<file path="src/rtl/mem_arbiter.sv">
// Round-robin arbiter granting a shared single-port memory to one of two requesters,
// with a hold limit that revokes a tenure only when the other side is waiting.
module mem_arbiter #(
  parameter int ADDR_WIDTH = 7,
  parameter int DATA_WIDTH = 8,
  parameter int MAX_HOLD   = 16
) (
  input  logic                  clock,
  input  logic                  reset,
  input  logic                  req0,
  input  logic                  req1,
  input  logic [ADDR_WIDTH-1:0] addr0,
  input  logic [ADDR_WIDTH-1:0] addr1,
  input  logic [DATA_WIDTH-1:0] wdata0,
  input  logic [DATA_WIDTH-1:0] wdata1,
  input  logic                  we0,
  input  logic                  we1,
  output logic                  grant0,
  output logic                  grant1,
  output logic                  preempt0,
  output logic                  preempt1,
  output logic [ADDR_WIDTH-1:0] mem_addr,
  output logic [DATA_WIDTH-1:0] mem_wdata,
  output logic                  mem_we
);

  // state | meaning
  // IDLE  | no owner; every ownership change passes through here
  // OWN0  | requester 0 owns the memory
  // OWN1  | requester 1 owns the memory
  typedef enum logic [1:0] {IDLE, OWN0, OWN1} state_t;

  localparam logic [7:0] HOLD_LAST = 8'(MAX_HOLD - 1);

  state_t     state;
  logic       prio;
  logic [7:0] hold_cnt;

  always_ff @(posedge clock) begin
    if (reset) begin
      state    <= IDLE;
      prio     <= 1'b0;
      hold_cnt <= 8'd0;
      preempt0 <= 1'b0;
      preempt1 <= 1'b0;
    end else begin
      preempt0 <= 1'b0;
      preempt1 <= 1'b0;
      case (state)
        IDLE: begin
          hold_cnt <= 8'd0;
          if (req0 && (!req1 || !prio)) state <= OWN0;
          else if (req1)                state <= OWN1;
        end
        OWN0: begin
          // release takes precedence over timeout, so no pulse on a coincident drop
          if (!req0) begin
            state    <= IDLE;
            prio     <= 1'b1;
            hold_cnt <= 8'd0;
          end else if (hold_cnt == HOLD_LAST && req1) begin
            state    <= IDLE;
            prio     <= 1'b1;
            hold_cnt <= 8'd0;
            preempt0 <= 1'b1;
          end else if (hold_cnt != HOLD_LAST) begin
            hold_cnt <= hold_cnt + 8'd1;
          end
        end
        OWN1: begin
          if (!req1) begin
            state    <= IDLE;
            prio     <= 1'b0;
            hold_cnt <= 8'd0;
          end else if (hold_cnt == HOLD_LAST && req0) begin
            state    <= IDLE;
            prio     <= 1'b0;
            hold_cnt <= 8'd0;
            preempt1 <= 1'b1;
          end else if (hold_cnt != HOLD_LAST) begin
            hold_cnt <= hold_cnt + 8'd1;
          end
        end
        default: begin
          state    <= IDLE;
          hold_cnt <= 8'd0;
        end
      endcase
    end
  end

  assign grant0 = (state == OWN0);
  assign grant1 = (state == OWN1);

  always_comb begin
    mem_addr  = '0;
    mem_wdata = '0;
    mem_we    = 1'b0;
    if (state == OWN0) begin
      mem_addr  = addr0;
      mem_wdata = wdata0;
      mem_we    = we0;
    end else if (state == OWN1) begin
      mem_addr  = addr1;
      mem_wdata = wdata1;
      mem_we    = we1;
    end
  end

endmodule

</file>
<file path="config.mk">
export PLATFORM = sky130hd
export DESIGN_NAME = mem_arbiter
export DESIGN_NICKNAME = d
export VERILOG_FILES = /design/src/rtl/mem_arbiter.sv
export SDC_FILE = /design/constraint.sdc
export NUM_CORES = 1
export LEC_CHECK = 0
export BUFFER_PORTS_ARGS = -buffer_cell sky130_fd_sc_hd__buf_2
export CAP_MARGIN = 20
export CELL_PAD_IN_SITES_DETAIL_PLACEMENT = 0
export CELL_PAD_IN_SITES_GLOBAL_PLACEMENT = 1
export CORE_AREA = 2 2 60 62
export CTS_BUF_LIST = sky130_fd_sc_hd__clkbuf_16
export DETAILED_ROUTE_END_ITERATION = 16
export DIE_AREA = 0 0 62 64
export PLACE_DENSITY_LB_ADDON = 0.1
export SYNTH_ARGS = -nofsm -noshare
export SYNTH_HDL_FRONTEND = slang
export SYNTH_SLANG_ARGS = --single-unit
</file>
<file path="constraint.sdc">
create_clock -name clock -period 1.5 [get_ports clock]
set_input_delay 0.15 -clock clock [delete_from_list [all_inputs] [get_ports clock]]
set_output_delay 0.15 -clock clock [all_outputs]
set_load 0.02 [all_outputs]
</file>
[Yosys cells after proc, flatten, opt, wreduce, memory -nomap -nowiden]
Index checks and enable logic that the tools add are counted.
Operators by class
  add/subtract/negate cells: 1
  bitwise logic cells: 4
  mux-type cells: 26
  reduce and logical (&&, ||, !) cells: 12
  eq/ne operators: 7
Operators with widths (count)
  $mux W8: 7
  $pmux W8 S2: 1
  $mux W7: 2
  $mux W2: 6
  $add A8 B1 Y8 const B: 1
  $eq A8 B4 Y1 const B: 1
  $mux W1: 8
  $ne A8 B4 Y1 const B: 1
  $ne A3 B2 Y1 const B: 2
  $pmux W2 S3: 1
  $reduce_and A3 Y1: 2
  $reduce_or A3 Y1: 2
  $not A1 Y1: 4
  $logic_and A1 B1 Y1: 3
  $ne A3 B3 Y1 const B: 1
  $eq A2 B1 Y1 const B: 1
  $eq A2 B2 Y1 const B: 1
  $logic_not A1 Y1: 2
  $logic_not A2 Y1: 1
  $pmux W1 S2: 1
  $reduce_bool A2 Y1: 1
  $logic_or A1 B1 Y1: 1
Word-level totals
  logic and storage cells: 55
  flip-flop bits (word level): 13
  output and inout bits: 20

[Depth between registers and ports, before layout]
Gate-level depths: netlist of the first run.
  depth in word-level cells: 5
  gate-level depth with buffers: 7
  depth with buffers taken out: 6

[Least setup slack after synthesis of the first run]
No wires, ideal clock.
  path kind: flip-flop to output port
  from: register state[1]
  to: output mem_addr[0]
  data required time: 1350 ps
  setup slack: -366 ps
  buffers on the path: 3
  arrival time: 1716 ps
  stages on the path, launching flop included: 8
  cells stage by stage: dfxtp_1 -> inv_1 -> ha_1 -> buf_2 -> nor2b_1 -> clkbuf_1 -> clkbuf_1 -> a22o_1
RTL lines
  start: declaration: line 35  | state_t state;
  start signal: assignment: line 41  | state <= IDLE;
  start signal: assignment: line 52  | if (req0 && (!req1 || !prio)) state <= OWN0;
  start signal: assignment: line 53  | else if (req1) state <= OWN1;
  $eq A2 B1 Y1
  net grant0: line 18  | output logic grant0,
  $mux W7: line 99  | if (state == OWN0) begin
  end: declaration: line 22  | output logic [ADDR_WIDTH-1:0] mem_addr,
The timed path passes the listed nets, and every way through them passes these cells.

[Worst setup path after layout of the first run]
  from: register state[0]
  to: output mem_wdata[6]
On the way
  word-level cells in the longest chain between the ends: 3
RTL lines
  $eq A2 B2 Y1: line 103  | end else if (state == OWN1) begin
  $mux W8: line 103
  $mux W8 (*): line 99
  end: declaration: line 23  | output logic [DATA_WIDTH-1:0] mem_wdata,
Mark *: on every way between the ends. The rest lies on a longest branch, timed or not.

==> run_results.csv, run 1 <==
group,metric,value,unit
route,wl_per_cell,11.6,um
cts,cts_tree,"done",
cells_and_area,fin_nets,206,
sta,final.min_clock_period,1.59,ns
global_route,use_met2,20.1,%
die,die_area,0.00397,mm^2
run,max_cap_viol_count,0,
placed_design,port_buffers,55,
critical_path,r2r-end,"state[1]",
sta,worst-slew-pin-transition,0.291,ns
critical_path,arrival,1.44,ns
synthesis,synth.top_cell.area_share,32.2,%
cts,numCtsBuffers,3,
synthesis,ys.warnings.count,0,
synthesis,yosysTopAreaCell,"dfxtp_1",
route,vias,965,
synthesis,synthMuxAreaShare,1.39,%
critical_path,cpPeakStageDelay,0.34,ns
global_route,grt-ovfl-total,0,
global_route,grt_pass1_vias,861,
synthesis,synth_area_leaders,"dfxtp_1, a22o_1, ha_1, nand3_1, xor2_1",
die,die_x,62,um
critical_path,crit_path_top_delay_cell,"dfxtp_2",
min_path,min_path_cells,2,
synthesis,syn_area_per_cell,8.98,um^2
cells_and_area,area_delta_synth_final,104,%
global_route,grt-busiest-layer,"met2",
synthesis,synthAdderAreaFrac,6.19,%
route,route.detailed.drc,0,
global_route,grt_first_pass_wirelength,3610,um
cells_and_area,final_common_cell,"buf_2",
sta,whs,0.161,ns
placed_design,placed_area,0.00138,mm^2
sta,period_share,106,%
critical_path,ff2ff_setup_slack,-0.06,ns
cts,clock_latency,0.24,ns
die,num_rows,21,
power_and_ir_drop,total_power,1.62,mW
critical_path,reg2reg_depth,6,
global_route,grt.met1_usage,13.8,%
power_and_ir_drop,power.density,986,mW/mm^2
synthesis,ys_ff_latch,13,
outcome,violations,"negative setup slack",
critical_path,critPathTopFamily,"buffers and inverters",
die,core-area,0.00328,mm^2
sta,setup_violations,19,
cells_and_area,multi_input_area,683,um^2
synthesis,synth_top_family_by_area,"compound AO/OA/AOI/OAI gates",
synthesis,synth_xor_area_share,5.42,%
cells_and_area,regArea,267,um^2
critical_path,critPathMaxFanout,16,
global_route,grt_max_degree,18,
cts,cts.sinks,13,
cells_and_area,final_util,50.2,%
sta,clock_skew,0.00140,ns
route,wirelength,2450,um
synthesis,synth_compound_gate_area_share,29.3,%
critical_path,r2r_start,"state[0]",
route,dr.first_iter.drc_count,25,
placed_design,gp_congestion,0.820,
cts,cts_buffer_depth,2,
cells_and_area,fin_area,0.00165,mm^2
power_and_ir_drop,power_leakage,0.767,nW
route,first_pass_iters,4,
placed_design,detailed_place_hpwl,1890,um
synthesis,synth_area,808,um^2
synthesis,synthSimpleGateAreaFrac,21.7,%
min_path,hold_class,"input port to register",
sta,slew_viol_final,0,
outcome,outcome,"complete, but fails checks",
synthesis,syn-instance-count,90,
sta,setup_slack,-0.0869,ns
critical_path,cp-end-kind,"output port",
route,drt-vias-per-instance,4.57,
cts,htree_levels,1,
critical_path,crit_type,"register to output port",
sta,max-slew-margin-rel,80.5,%
cells_and_area,fillerInstances,298,
sta,rsz0062_at_grt,"yes",
global_route,antenna_found_initial,0,
cts,hold_buffers,0,
critical_path,crit_required,1.35,ns
power_and_ir_drop,peakVddDrop,0.000419,V
sta,hold_violations,0,
sta,max_freq,630,MHz
min_path,min-delay-start,"reset",
global_route,grt_usage,12.1,%
cells_and_area,antenna_cells,0,
critical_path,cp_num_buf_inv,3,
synthesis,yosysUniqueCellTypes,31,
synthesis,ys_seq_area_share,32.2,%
synthesis,syn_nets,130,
die,start_util,24.6,%
critical_path,path_cells,"inv_2 -> ha_4 -> nor2b_4 -> buf_12 -> a22o_4 -> buf_2",
critical_path,cp-start-kind,"register",
cts,root_buffer,"clkbuf_16",
die,die_h,64,um
route,final_antenna_net_count,0,
min_path,hold-path-endpoint,"state[1]",
cells_and_area,layout_common_cells,"buf_2, buf_6, buf_4",
global_route,grt_util_met3,2.02,%
cells_and_area,drive_above_1_share,66.1,%
die,io_pins,56,
cts,cts.clk_slew.worst_paths,0.05,ns
==> cells in the mapped netlist, drive strengths merged <==
master and number:
a21boi 1, a21o 2, a21oi 6, a221o 1
a22o 17, a31oi 1, and3 1, and4 1
buf 1, clkbuf 3, dfxtp 13, ha 4
inv 4, mux2 1, nand2 5, nand3 6
nand3b 1, nand4 1, nor2 6, nor2b 2
nor3 1, nor3b 1, nor4 2, nor4b 1
o2111ai 1, or2 1, or2b 1, xnor2 2
xor2 3
==> sequential cells by signal (all words and copies together), names as in the netlist <==
register,cells
hold_cnt,8
preempt0,1
preempt1,1
prio,1
state,2
==> per-stage QoR <==
stage,setup slack [ns],setup TNS (ns),std cells
floorplan,-0.0704,-0.333,90
global placement,-0.00898,-0.0121,203
detailed placement,-0.0313,-0.0558,203
CTS,-0.111,-1.55,210
global route,-0.143,-2.43,211
finish,-0.0869,-1.21,211
==> worst max-delay path by stage <==
stage / slack, ns / endpoint / cells after the start / start
floorplan: -0.07 / state[1] / 7 / state[1]
global placement: -0.009 / state[1] / 6 / state[0]
detailed placement: -0.03 / state[1] / 6 / state[0]
CTS: -0.11 / state[1] / 6 / state[0]
global route: -0.14 / mem_wdata[6] / 6 / state[0]
finish: -0.09 / mem_wdata[6] / 6 / state[0]
==> timing repair <==
action / CTS / global route
setup endpoints to repair: 18 / 25
gates cloned: 0 / 0
pin swaps: 4 / 8
setup buffers: 3 / 2
resized for setup: 31 / 15
==> logic make-up after synthesis <==
logic type	after synthesis
buf+inv	8
fa+ha+maj	4
simple gates	30
compound gates	29
flops	13
mux	1
xor+xnor	5
==> area by class of cell <==
class	count	share of cell area, %
flip-flops and latches	13	16.2
multi-input cells	69	41.5
inverters	4	0.911
well taps	46	3.49
repair buffers	75	33.2
clock buffers	3	4.56
clock inverters	1	0.228
==> layer usage <==
metal / vias to the layer above / wire (um)
met3: 5 / 258
met5: - / 0
li1: 489 / -
met4: 0 / 57
met1: 423 / 1030
met2: 48 / 1110
==> where the power goes <==
part | internal [mW] | switching [mW]
clock | 0.352 | 0.150
combinational | 0.408 | 0.333
sequential | 0.368 | 0.0149
total | 1.13 | 0.498
No activity file was read; power rests on OpenSTA's default activity.
==> inputs of run 2 (changes only) <==
--- a/config.mk
+++ b/config.mk
@@ -9,11 +9,12 @@
 export CAP_MARGIN = 20
 export CELL_PAD_IN_SITES_DETAIL_PLACEMENT = 0
 export CELL_PAD_IN_SITES_GLOBAL_PLACEMENT = 1
-export CORE_AREA = 2 2 60 62
+export CORE_AREA = 2 2 58 60
 export CTS_BUF_LIST = sky130_fd_sc_hd__clkbuf_16
 export DETAILED_ROUTE_END_ITERATION = 16
-export DIE_AREA = 0 0 62 64
+export DIE_AREA = 0 0 60 62
 export PLACE_DENSITY_LB_ADDON = 0.1
 export SYNTH_ARGS = -nofsm -noshare
 export SYNTH_HDL_FRONTEND = slang
 export SYNTH_SLANG_ARGS = --single-unit
+export TNS_END_PERCENT = 50
==> constraint.sdc (replaced) <==
create_clock -name clock -period 1.8 [get_ports clock]
set_input_delay 0.18 -clock clock [delete_from_list [all_inputs] [get_ports clock]]
set_output_delay 0.18 -clock clock [all_outputs]
set_load 0.02 [all_outputs]
==> run 2 against run 1 <==
  * The run now ends clean
  * Clock skew about the same
  * Critical path type is now register to register
  * Via count is 4.6% lower
  * Register-to-register slack improved by 0.12 ns
==> run_results.csv, run 2 (synthesis gave the netlist of run 1 again) <==
group,metric,value,unit
power_and_ir_drop,power.density,887,mW/mm^2
critical_path,crit_end,"state[1]",
power_and_ir_drop,power_leakage,0.636,nW
critical_path,arrival,1.91,ns
run,max_cap_viol_count,0,
cells_and_area,drive_above_1_share,49.7,%
sta,period_share,96.9,%
critical_path,r2r_start,"state[1]",
placed_design,gp_congestion,0.769,
sta,whs,0.190,ns
die,core-area,0.00318,mm^2
cells_and_area,antenna_cells,0,
cells_and_area,area_delta_synth_final,60.7,%
cts,cts.clk_slew.worst_paths,0.04,ns
sta,setup_violations,0,
placed_design,detailed_place_hpwl,1760,um
global_route,grt_usage,12.0,%
critical_path,crit_type,"register to register",
cts,numCtsBuffers,3,
critical_path,cp-startpoint,"state[1]",
global_route,grt_pass1_vias,821,
sta,final.min_clock_period,1.74,ns
cts,cts.sinks,13,
critical_path,crit_path_top_delay_cell,"dfxtp_2",
cts,clock_latency,0.24,ns
cts,cts_buffer_depth,2,
sta,worst-slew-pin-transition,0.339,ns
critical_path,cp-end-kind,"register",
power_and_ir_drop,peakVddDrop,0.000444,V
critical_path,cp-start-kind,"register",
global_route,antenna_found_initial,0,
die,die_area,0.00372,mm^2
route,dr.first_iter.drc_count,34,
cells_and_area,largest_reg_flops,8,
critical_path,ff2ff_setup_slack,0.06,ns
cells_and_area,top_regs,"hold_cnt (8), state (2)",
route,route.detailed.drc,0,
critical_path,cpPeakStageDelay,0.33,ns
min_path,min-delay-start,"reset",
min_path,hold_class,"input port to register",
cells_and_area,final_common_cell,"buf_2",
critical_path,critPathMaxFanout,19,
critical_path,path_cells,"inv_1 -> ha_2 -> buf_8 -> a22o_1 -> a21o_1 -> a221o_1 -> a21oi_2",
route,final_antenna_net_count,0,
global_route,grt-ovfl-total,0,
cts,htree_levels,1,
die,io_pins,56,
sta,setup-tns-final,0,ns
cts,cts_tree,"done",
global_route,grt_max_degree,20,
route,wirelength,2180,um
die,die_h,62,um
sta,max_freq,573,MHz
route,wl_per_cell,10.9,um
sta,slew_viol_final,0,
cells_and_area,fin_nets,196,
sta,max-slew-margin-rel,77.3,%
cells_and_area,layout_common_cells,"buf_2, a22o_1, dfxtp_1",
critical_path,reg2reg_depth,7,
sta,hold_violations,0,
cells_and_area,top_register,"hold_cnt",
critical_path,crit_required,1.97,ns
outcome,outcome,"finished, final reports clean",
critical_path,r2r-end,"state[1]",
route,drt-vias-per-instance,4.58,
die,start_util,25.4,%
cts,root_buffer,"clkbuf_16",
die,num_rows,21,
placed_design,port_buffers,55,
route,first_pass_iters,4,
die,die_x,60,um
sta,clock_skew,0.00154,ns
sta,rsz0062_at_grt,"no",
global_route,grt_first_pass_wirelength,3340,um
route,vias,921,
==> run 2: cell types whose count changed in the layout (fill, tap and decap cells not counted), sizes merged <==
| cell | delta |
|---|---|
| buf | -10 |
==> run 2: metal layers <==
metal  vias to the layer above  track usage (%)  part of all wire [%]
li1                        469                -                     -
met1                       399             12.9                    43
met2                        49             21.6                    45
met3                         4             2.90                    11
met4                         0             6.67                   1.7
met5                         -                0                     0
==> run 2: worst max-delay path, delay by kind of cell, from the launching register on <==
kind                     cells  cell delay (ns)
AO/OA/AOI/OAI                4             0.93
adder cells (fa/ha/maj)      1             0.20
buffers and inverters        2             0.22
flip-flops                   1             0.33
==> run 2: area by class of cell <==
| class | instances | area (um^2) |
|---|---|---|
| fill | 331 | 1880 |
| multi-input combinational | 69 | 527 |
| timing repair buffer | 65 | 358 |
| sequential | 13 | 263 |
| clock buffer | 3 | 75.1 |
| tap | 46 | 57.6 |
| inverter | 4 | 15.0 |
| clock inverter | 1 | 3.75 |
==> run 2: through the flow <==
| stage | util (%) | worst slack [ns] | cell area, um^2 | cells | power (mW) |
|---|---|---|---|---|---|
| floorplan | - | 0.00260 | 810 | 90 | 0.580 |
| global placement | 37.5 | -0.0985 | 1190 | 196 | 0.726 |
| detailed placement | 37.5 | -0.150 | 1190 | 196 | 0.723 |
| CTS | 40.4 | 0.0105 | 1280 | 200 | 1.15 |
| global route | 40.9 | 0.00137 | 1300 | 201 | 1.21 |
| finish | 40.9 | 0.0560 | 1300 | 201 | 1.15 |
==> run 2: worst min-delay path by stage <==
stage                          end  slack, ns  cells past startpoint
after floorplan           state[1]       0.24                      1
after global placement    state[1]       0.44                      2
after detailed placement  state[1]       0.44                      2
after CTS                 state[1]       0.19                      2
after global routing      state[1]       0.20                      2
final                     state[1]       0.19                      2
==> run 2: timing repair <==
| action | 4_1_cts | 5_1_grt |
|---|---|---|
| endpoints found under the setup margin | 18 | 4 |
| pin swaps | 1 | 2 |
| buffers inserted | 0 | 1 |
| hold buffers | 0 | 0 |
| resized for setup | 4 | 4 |
==> run 2: power breakdown <==
part | internal, mW | switching [mW]
registers | 0.306 | 0.0104
logic | 0.200 | 0.225
clock network | 0.292 | 0.118
total | 0.798 | 0.354
==> inputs of run 3 (changes only) <==
==> config.mk (replaced) <==
export PLATFORM = sky130hd
export DESIGN_NAME = mem_arbiter
export DESIGN_NICKNAME = d
export VERILOG_FILES = /design/src/rtl/mem_arbiter.sv
export SDC_FILE = /design/constraint.sdc
export NUM_CORES = 1
export LEC_CHECK = 0
export BUFFER_PORTS_ARGS = -buffer_cell sky130_fd_sc_hd__buf_2
export CAP_MARGIN = 20
export CORE_AREA = 2 2 48 50
export CTS_BUF_LIST = sky130_fd_sc_hd__clkbuf_16
export DETAILED_ROUTE_END_ITERATION = 16
export DIE_AREA = 0 0 50 52
export PLACE_DENSITY = 0.76
export SYNTH_ARGS = -nofsm -noshare
export SYNTH_HDL_FRONTEND = slang
export SYNTH_SLANG_ARGS = --single-unit
export TNS_END_PERCENT = 50
==> run 3 against run 2 <==
  * Sequential power about the same
  * Register-to-register slack better by 0.03 ns
  * Power shrank 0.13%
  * Sequential cell count unchanged
  * Design area is 3.2% lower
  * Routed wire length up 3.9%
  * Via count rose by 0.65%
  * Die area down 30%
  * Global-route usage up 6.5 points
  * Sequential share of layout area rose by 0.76 points
  * Clock power is 1% higher
  * Critical path depth unchanged
  * Critical path type unchanged
==> run_results.csv, run 3 (synthesis gave the netlist of run 1 again) <==
group,metric,value,unit
outcome,outcome,"finished, final reports clean",
placed_design,gp_congestion,0.727,
min_path,min_path_cells,2,
global_route,grt_max_degree,18,
die,num_rows,17,
route,route.detailed.drc,0,
cts,htree_levels,1,
sta,setup_violations,0,
critical_path,r2r_start,"state[1]",
placed_design,port_buffers,55,
cells_and_area,area_delta_synth_final,55.6,%
die,die_h,52,um
critical_path,ff2ff_setup_slack,0.09,ns
critical_path,crit_path_top_delay_cell,"a221o_1",
critical_path,crit_type,"register to register",
route,dr.first_iter.drc_count,7,
global_route,grt_pass1_vias,873,
power_and_ir_drop,power_leakage,0.622,nW
die,io_pins,56,
sta,clock_skew,0.000589,ns
route,vias,927,
min_path,hold_class,"input port to register",
sta,worst-slew-pin-transition,0.340,ns
critical_path,cpPeakStageDelay,0.34,ns
sta,final.min_clock_period,1.71,ns
cts,clock_latency,0.24,ns
route,final_antenna_net_count,0,
die,core-area,0.00211,mm^2
placed_design,detailed_place_hpwl,1750,um
critical_path,path_cells,"inv_1 -> ha_2 -> buf_4 -> a22o_1 -> a21o_1 -> a221o_1 -> a21oi_2",
sta,period_share,95.1,%
cts,cts.sinks,13,
cells_and_area,fin_nets,194,
sta,slew_viol_final,0,
cts,cts.clk_slew.worst_paths,0.04,ns
die,start_util,38.4,%
critical_path,critPathTopFamily,"compound AO/OA/AOI/OAI gates",
critical_path,reg2reg_depth,7,
sta,hold_violations,0,
critical_path,critPathMaxFanout,4,
route,first_pass_iters,4,
run,max_cap_viol_count,0,
cells_and_area,final_util,59.7,%
critical_path,crit_required,1.97,ns
placed_design,placed_area,0.00114,mm^2
cells_and_area,top_register,"hold_cnt",
critical_path,cp-end-kind,"register",
global_route,grt_first_pass_wirelength,3550,um
die,die_x,50,um
critical_path,cp-start-kind,"register",
power_and_ir_drop,power.density,915,mW/mm^2
global_route,grt_usage,18.5,%
min_path,min-delay-start,"reset",
sta,max_freq,584,MHz
cells_and_area,drive_above_1_share,50.3,%
cells_and_area,fin_area,0.00126,mm^2
global_route,grt-ovfl-total,0,
route,wirelength,2270,um
critical_path,arrival,1.89,ns
cells_and_area,layout_common_cells,"buf_2, a22o_1, dfxtp_1",
critical_path,cp_num_buf_inv,2,
cts,hold_buffers,0,
route,drt-vias-per-instance,5.12,
global_route,antenna_found_initial,0,
cts,cts_buffer_depth,2,
cells_and_area,fillerInstances,208,
sta,max-slew-margin-rel,77.2,%
critical_path,r2r-end,"state[1]",
cts,numCtsBuffers,3,
cells_and_area,top_regs,"hold_cnt (8), state (2)",
power_and_ir_drop,peakVddDrop,0.000751,V
cts,cts_tree,"done",
cells_and_area,largest_reg_flops,8,
min_path,hold-path-endpoint,"state[1]",
power_and_ir_drop,total_power,1.15,mW
cells_and_area,antenna_cells,0,
die,die_area,0.00260,mm^2
route,wl_per_cell,12.5,um
cells_and_area,final_common_cell,"buf_2",
cts,root_buffer,"clkbuf_16",
## run 3: cell types whose count changed in the layout (fill, tap and decap cells not counted)
cell      change
a21boi_0      +1
a21boi_1      -1
buf_4         -1
buf_8         -1
dfxtp_1       -1
dfxtp_2       +1
ha_1          -1
ha_2          +1
## run 3: routing by layer
metal	track usage [%]	share of wire (%)
met1	17.4	35
met3	6.32	11
met4	12.5	2.7
met2	33.8	51
met5	0	0
## run 3: worst max path at each step
| stage | start | end | slack (ns) | depth (start not counted) |
|---|---|---|---|---|
| floorplan | state[1] | state[1] | 0.003 | 7 |
| global placement | state[1] | mem_addr[4] | -0.03 | 5 |
| detailed placement | state[1] | mem_addr[0] | -0.17 | 5 |
| CTS | state[1] | state[1] | 0.03 | 7 |
| global route | hold_cnt[4] | state[1] | -0.01 | 5 |
| finish | state[1] | state[1] | 0.09 | 7 |
## run 3: report_power, final
part	switching (mW)	internal, mW
clock	0.123	0.293
combinational	0.224	0.195
sequential	0.0100	0.306
## run 3: per-stage QoR
| stage | hold WS, ns | setup slack, ns | TNS [ns] | std cells |
|---|---|---|---|---|
| global route | 0.199 | -0.0139 | -0.0139 | 181 |
| CTS | 0.180 | 0.0298 | 0 | 178 |
| global placement | 0.429 | -0.0336 | -0.431 | 174 |
| finish | 0.183 | 0.0875 | 0 | 181 |
| detailed placement | 0.436 | -0.166 | -2.50 | 174 |
| floorplan | 0.242 | 0.00260 | 0 | 90 |
## run 3: what timing repair did
item | CTS | global route
pin swaps | 0 | 1
endpoints found under the setup margin | 17 | 3
gates resized for setup | 4 | 3
setup buffers | 0 | 3
endpoints found under the hold margin | 0 | 0
## run 3: worst register-to-register path, delay by kind of cell, from the launching register on
kind / cells / cell delay [ns]
compound gates: 4 / 0.93
fa+ha+maj: 1 / 0.19
buf+inv: 2 / 0.20
flops: 1 / 0.33
## run 3: area by class of cell
type / count / area (um^2) / area share, %
Inverter: 4 / 15.0 / 1.19
Sequential cell: 13 / 264 / 21.0
Tap cell: 28 / 35.0 / 2.79
Multi-Input combinational cell: 69 / 529 / 42.1
Timing Repair Buffer: 63 / 335 / 26.7
Clock buffer: 3 / 75.1 / 5.97
Clock inverter: 1 / 3.75 / 0.299
